[src/rtl/cmp_operand_loader.sv]
// Serial operand loader for a 4-bit magnitude comparator: assembles A/B from a
// bit stream, holds them on the comparator inputs, then captures and tallies the verdict.
module cmp_operand_loader #(
  parameter int SETTLE_CYCLES = 1,
  parameter int CNT_W         = 8
) (
  input  logic             clk,
  input  logic             rst,
  input  logic             bit_in,
  input  logic             bit_valid,
  output logic             bit_ready,
  input  logic             clear_cnt,
  output logic             a0,
  output logic             a1,
  output logic             a2,
  output logic             a3,
  output logic             b0,
  output logic             b1,
  output logic             b2,
  output logic             b3,
  output logic             op_valid,
  input  logic             a_bigger_in,
  input  logic             b_bigger_in,
  input  logic             equals_in,
  output logic             res_valid,
  output logic             res_a,
  output logic             res_b,
  output logic             res_eq,
  output logic [CNT_W-1:0] cnt_a,
  output logic [CNT_W-1:0] cnt_b,
  output logic [CNT_W-1:0] cnt_eq,
  output logic             err
);

  typedef enum logic [1:0] {LOAD_A, LOAD_B, SETTLE} state_t;

  state_t     state, state_nxt;
  logic [1:0] bit_cnt;
  logic [3:0] sh_a, sh_b;
  logic [3:0] a_q, b_q;
  logic [3:0] settle_cnt;
  logic       accept, last_bit, capture, verdict_ok;

  assign bit_ready  = (state == LOAD_A) || (state == LOAD_B);
  assign accept     = bit_valid && bit_ready;
  assign last_bit   = accept && (bit_cnt == 2'd3);
  assign capture    = (state == SETTLE) && (settle_cnt == 4'(SETTLE_CYCLES - 1));
  assign verdict_ok = $onehot({a_bigger_in, b_bigger_in, equals_in});

  assign {a3, a2, a1, a0} = a_q;
  assign {b3, b2, b1, b0} = b_q;

  // NOTE: sequential state uses non-blocking assignments so every register
  // samples pre-edge values regardless of statement order.
  always_ff @(posedge clk) begin
    if (rst) state <= LOAD_A;
    else     state <= state_nxt;
  end

  // NOTE: defaults first so no path leaves state_nxt unassigned (no latch).
  always_comb begin
    state_nxt = state;
    case (state)
      LOAD_A:  if (last_bit) state_nxt = LOAD_B;
      LOAD_B:  if (last_bit) state_nxt = SETTLE;
      SETTLE:  if (capture)  state_nxt = LOAD_A;
      default: state_nxt = LOAD_A;
    endcase
  end

  always_ff @(posedge clk) begin
    if (rst) begin
      bit_cnt    <= '0;
      sh_a       <= '0;
      sh_b       <= '0;
      a_q        <= '0;
      b_q        <= '0;
      settle_cnt <= '0;
      op_valid   <= 1'b0;
      res_valid  <= 1'b0;
      res_a      <= 1'b0;
      res_b      <= 1'b0;
      res_eq     <= 1'b0;
    end else begin
      res_valid <= capture;
      if (accept) begin
        bit_cnt <= bit_cnt + 2'd1;
        if (state == LOAD_A) sh_a[bit_cnt] <= bit_in;
        else                 sh_b[bit_cnt] <= bit_in;
      end
      // Outputs are shadowed: they only move when a complete pair is ready.
      if (state == LOAD_B && last_bit) begin
        a_q        <= sh_a;
        b_q        <= {bit_in, sh_b[2:0]};
        op_valid   <= 1'b1;
        settle_cnt <= '0;
      end
      if (state == SETTLE) begin
        if (capture) begin
          res_a      <= a_bigger_in;
          res_b      <= b_bigger_in;
          res_eq     <= equals_in;
          op_valid   <= 1'b0;
          settle_cnt <= '0;
        end else begin
          settle_cnt <= settle_cnt + 4'd1;
        end
      end
    end
  end

  // Clear has priority over a coincident capture.
  always_ff @(posedge clk) begin
    if (rst || clear_cnt) begin
      cnt_a  <= '0;
      cnt_b  <= '0;
      cnt_eq <= '0;
      err    <= 1'b0;
    end else if (capture) begin
      if (!verdict_ok)                       err    <= 1'b1;
      else if (a_bigger_in && cnt_a  != '1)  cnt_a  <= cnt_a  + CNT_W'(1);
      else if (b_bigger_in && cnt_b  != '1)  cnt_b  <= cnt_b  + CNT_W'(1);
      else if (equals_in   && cnt_eq != '1)  cnt_eq <= cnt_eq + CNT_W'(1);
    end
  end

endmodule

[config.mk]
export PLATFORM = sky130hd
export DESIGN_NAME = cmp_operand_loader
export DESIGN_NICKNAME = d
export VERILOG_FILES = /design/src/rtl/cmp_operand_loader.sv
export SDC_FILE = /design/constraint.sdc
export NUM_CORES = 1
export LEC_CHECK = 0
export CORE_MARGIN = 1
export CORE_UTILIZATION = 50
export CTS_CLUSTER_DIAMETER = 120
export DETAILED_ROUTE_END_ITERATION = 7
export PLACE_DENSITY = 0.8
export SLEW_MARGIN = 15
export SYNTH_ARGS = -nofsm -noshare
export SYNTH_HDL_FRONTEND = slang
export SYNTH_SLANG_ARGS = --single-unit
[constraint.sdc]
create_clock -name clk -period 3.8 [get_ports clk]
set_input_delay 0.38 -clock clk [delete_from_list [all_inputs] [get_ports clk]]
set_output_delay 0.38 -clock clk [all_outputs]
set_load 0.01 [all_outputs]
* After elaboration in Yosys (flattened, before gate mapping)
Cells that the tools add are included.
Storage, ports and cells: bits in registers 54, latch bits 0, bits in writable memories 0, memory bits (read-only) 0, input bits 8, memories 0
Cells by class: $add $sub $neg 7, $mul 0, divide/modulo/power cells 0, $lt $le $gt $ge 2, eq/ne operators 10, shifts and indexed selects 0, muxes and demuxes 14, bitwise gates (word level) 4, reductions and logical operators 21
Operator list (number):
- $add A8 B1 Y8 const B | 3
- $ne A8 B8 Y1 const B | 3
- $mux W4 | 3
- $bwmux W4 | 2
- $logic_and A1 B1 Y1 | 8
- $reduce_and A2 Y1 | 4
- $mux W2 | 3
- $ne A2 B2 Y1 const B | 3
- $pmux W2 S3 | 1
- $reduce_and A3 Y1 | 2
- $reduce_and A5 Y1 | 1
- $add A4 B1 Y4 const B | 1
- $eq A2 B1 Y1 const B | 2
- $eq A2 B2 Y1 const B | 2
- $logic_not A4 Y1 | 1
- $mux W1 | 4
- $not A1 Y1 | 4
- $reduce_and A4 Y1 | 1
- $lt A2 B3 Y1 const B | 1
- $add A1 B1 Y2 | 1
- $add A2 B1 Y2 | 1
- $add A2 B1 Y2 const B | 1
- $demux W1 S2 | 1
- $ge A2 B1 Y1 const B | 1
- 3 further kinds | 4

* Longest topological paths before layout
depth in word-level cells 8, depth in mapped cells 8, mapped depth without buffers 7

* Least setup slack after synthesis
Ideal clock, no wire load.
kind in2reg, start point input port a_bigger_in, end point register cnt_eq[7], data arrival time 2.613 ns, path slack 1.116 ns, stages 8, cell sequence inv_1 fa_1 nand2b_1 or3_4 or4b_4 buf_6 or4_1 a21oi_1
Between the ends: longest elaborated chain between the ends 3, elaborated cells between the ends (all ways) 5, those cells by class add/sub: 1; eq/ne: 1; bitwise: 1; reduce/logical: 2
RTL lines:
- from (decl) | RTL line 22 | input logic a_bigger_in,
- $add A2 B1 Y2 (implied by the code) / $logic_and A1 B1 Y1 (equally long branches) | RTL line 48, 121
- $eq A2 B1 Y1 / $not A1 Y1 (equally long branches)
- $reduce_and A5 Y1 (no line) (*)
- to (signal assigned) | RTL line 123 | else if (equals_in && cnt_eq != '1) cnt_eq <= cnt_eq + CNT_W'(1);
- to (decl) | RTL line 31 | output logic [CNT_W-1:0] cnt_eq,
Every way passes the cells marked *; elsewhere a longest branch is shown, timed or not. A chain may end at the register's enable or synchronous reset.

* Final worst setup path
Ends and elaborated chain as after synthesis.

==> impl_metrics.toml <==
[global_route]
grt.busiest_layer = "met2"
grt_usage_pct = 21.36
grt_use_met1_pct = 27.04
grt_use_met2_pct = 36.75
antenna_found_initial = 0
grt_max_degree = 31
grt_pass1_vias = 1941
grt_pass1_wl_mm = 8.659
met3_usage_pct = 4.416
grt_remaining_overflow = 0

[sta]
tightest_slew_ps = 474.8
finalClockSkew_ps = 6.834
fmax_ghz = 0.3281
slew_violations = 0
period_share_pct = 80.21
grt_setup_unrepaired = "no"
final_hold_viol_count = 0
fin_crit_ps = 3048
setup_viol = 0
relSlewSlack_pct = 68.28
setup_tns_ps = 0

[setup_path]
cp_slowest_cell = "or4b_4"
slowest_delay_ps = 610
crit_fanout = 14
cp.required_ps = 4040
criticalPathCategory = "in -> reg"
crit_buf_inv = 2
cp_top_family = "simple AND/OR/NAND/NOR gates"
worstPathCellList = "clkdlybuf4s50_1, inv_1, fa_1, nand2b_1, or3_4, or4b_4, or4_1, a21oi_1"
crit_path_start_kind = "input port"
critPathCaptureType = "register"
worst_ep_arrival_time_ps = 3290

[pwr]
p_int_mw = 0.7758
p_sw_mw = 0.2171
p_leak_nw = 0.9941
p_comb_share_pct = 5.1
seq_power_share_pct = 56.6
p_per_area_nw_per_um2 = 333.0
peakVddDrop_uv = 214.1
switching_share_pct = 21.86
p_clk_share_pct = 38.3

[placement]
hpwl_mm = 3.570
port_buffers = 46
place.gp.congestion = 0.8265
place_area_um2 = 2870

[layout]
drive_gt1_share_pct = 4.438
multi_input_area_um2 = 1235
stdcell_area_um2 = 2982
nets = 355
fillCellCount = 397
n_antenna_cell = 0
area_delta_synth_final_pct = 24.76
layout.area.seq_um2 = 1061

[logic_synthesis]
mappedNetlistArea_um2 = 2390
ys.warnings.count = 0
postSynthAreaPerCell_um2 = 8.074
synth_cells = 296
synth.distinct_cells = 34
yosysSeqAreaShare_pct = 44.40
ys_seq_elements = 53
syn-num-nets = 314

[drt]
drt-vias-per-instance = 5.482
antenna_left = 0
routed_wl_mm = 4.999
drc = 4
wl_per_cell_um = 12.82
vias = 2138
drt-initial-drc-count = 119
drt_pass1_iterations = 7

[clock_tree]
h-tree-depth = 2
cts_resized = 0
cts-root-buf = "clkbuf_8"
insertion_delay_ps = 310
tritoncts = "built"
path_clk_slew_ps = 100
numCtsBuffers = 5
max-clock-path-buffers = 2
ctsHoldBuffers = 0
clock_sinks = 53
cts_setup_buffers = 0

[min_path]
min_path_type = "reg -> reg"

[status]
status = "complete, but fails checks"
violations = "design-rule violations"

[job]
cap_violations = 0

[floorplanning]
die_h_um = 71.14
io_pins = 47
die_x_um = 71.14
start_util_pct = 53.41
row_count = 24
core_um2 = 4474
dieArea_um2 = 5060
==> state kept, by name, summed over array words and instances (netlist names) <==
name	cells
a_q	4
b_q	4
bit_cnt	2
cnt_a	8
cnt_b	8
cnt_eq	8
err	1
op_valid	1
res_a	1
res_b	1
res_eq	1
res_valid	1
settle_cnt	4
sh_a	4
sh_b	3
state	2
==> worst reg2reg max path, cell delays in order (launching register included) <==
cell	delay, ps
dfxtp_1	360
inv_1	70
ha_1	160
or3b_4	410
or3_4	460
or4b_4	610
or4_1	420
a21oi_1	140
==> cell families (layout without fill, tap and decap cells) <==
family          count (synthesis)  in the layout  share of synthesized area [%]
simple gates                  148            148                          29.79
xor+xnor                       16             16                          5.864
flops                          53             53                          44.40
fa+ha+maj                      10             10                          5.550
buf+inv                        23             65                          3.927
compound gates                 46             46                          10.47
==> layout by cell type, fill, tap and decap left out, types with 3 or more instances in the layout <==
cell type         n
xnor2_1          13
inv_1             9
xor2_1            3
a21oi_1          31
and3_1            4
nor2_1           29
nor4_1            8
nor3_1            6
o21ai_0           8
clkdlybuf4s50_1  46
nand3_1          20
dfxtp_1          53
ha_1              9
nand4_1           4
clkbuf_8          5
nor2b_1           3
or3_1             3
nand2_1          56
==> through the flow <==
stage / hold WS, ps / util [%] / worst slack, ps / total power [mW] / std cells
final: 455.4 / 66.64 / 752.1 / 0.9928 / 390
after detailed placement: 446.3 / 64.15 / 446.5 / 0.6255 / 382
after global routing: 484.4 / 66.64 / 625.6 / 1.026 / 390
after floorplan: 432.1 / - / 1116 / 0.6089 / 296
after CTS: 459.5 / 66.64 / 754.5 / 0.9989 / 390
after global placement: 443.6 / 64.15 / 492.2 / 0.6240 / 382
==> worst paths after layout <==
kind | from | to | slack (ps) | cells after the start
worst max register to register | settle_cnt[0] | cnt_eq[7] | 1100 | 7
worst min register to register | sh_b[2] | b_q[2] | 460 | 2
worst min-delay path | sh_b[2] | b_q[2] | 460 | 2
worst max-delay path | a_bigger_in | cnt_eq[7] | 750 | 8
==> cell type report <==
cell class              instances  share of cell area (%)
repair buffers                 48                   15.95
inverters                       9                   1.133
clock inverters                 2                   1.301
flip-flops and latches         53                   35.59
well taps                      52                   2.182
clock buffers                   6                   2.434
multi-input cells             220                   41.42
==> power groups by stage <==
| stage | sequential [mW] | combinational (mW) | clock, mW |
|---|---|---|---|
| 6_report | 0.562 | 0.0506 | 0.380 |
| 5_1_grt | 0.563 | 0.0571 | 0.406 |
| 4_1_cts | 0.562 | 0.0507 | 0.386 |
| 3_5_place_dp | 0.575 | 0.0505 | 0 |
| 3_3_place_gp | 0.575 | 0.0491 | 0 |
| 2_1_floorplan | 0.574 | 0.0344 | 0 |
==> cell usage after synthesis (all sizes together) <==
| cell | number | area [µm²] |
|---|---|---|
| nand2 | 56 | 210.2 |
| dfxtp | 53 | 1061 |
| a21oi | 31 | 155.2 |
| nor2 | 29 | 108.9 |
| nand3 | 20 | 100.1 |
| clkbuf | 13 | 48.80 |
| xnor2 | 13 | 113.9 |
| ha | 9 | 112.6 |
| inv | 9 | 33.78 |
| nor4 | 8 | 50.05 |
| o21ai | 8 | 40.04 |
| nor3 | 6 | 30.03 |
| and3 | 4 | 25.02 |
| nand4 | 4 | 25.02 |
| or3 | 4 | 30.03 |
| nor2b | 3 | 18.77 |
| xor2 | 3 | 26.28 |
| a31o | 2 | 17.52 |
| and2 | 2 | 12.51 |
| and4 | 2 | 17.52 |
| nand2b | 2 | 12.51 |
| nor4b | 2 | 17.52 |
| o31ai | 2 | 15.01 |
| or4 | 2 | 15.01 |
| a311oi | 1 | 8.760 |
| a31oi | 1 | 6.260 |
| buf | 1 | 11.26 |
| fa | 1 | 20.02 |
| nor3b | 1 | 7.510 |
| o21a | 1 | 7.510 |
| or2 | 1 | 6.260 |
| or3b | 1 | 11.26 |
| or4b | 1 | 13.76 |
==> routing by layer <==
layer  wire length, µm  vias to the layer above
met5                 0                        -
met4                73                        0
met3               220                        8
met2              2443                       54
met1              2261                      983
li1                  -                     1093
Note: power is estimated with default switching activity, not from simulation.
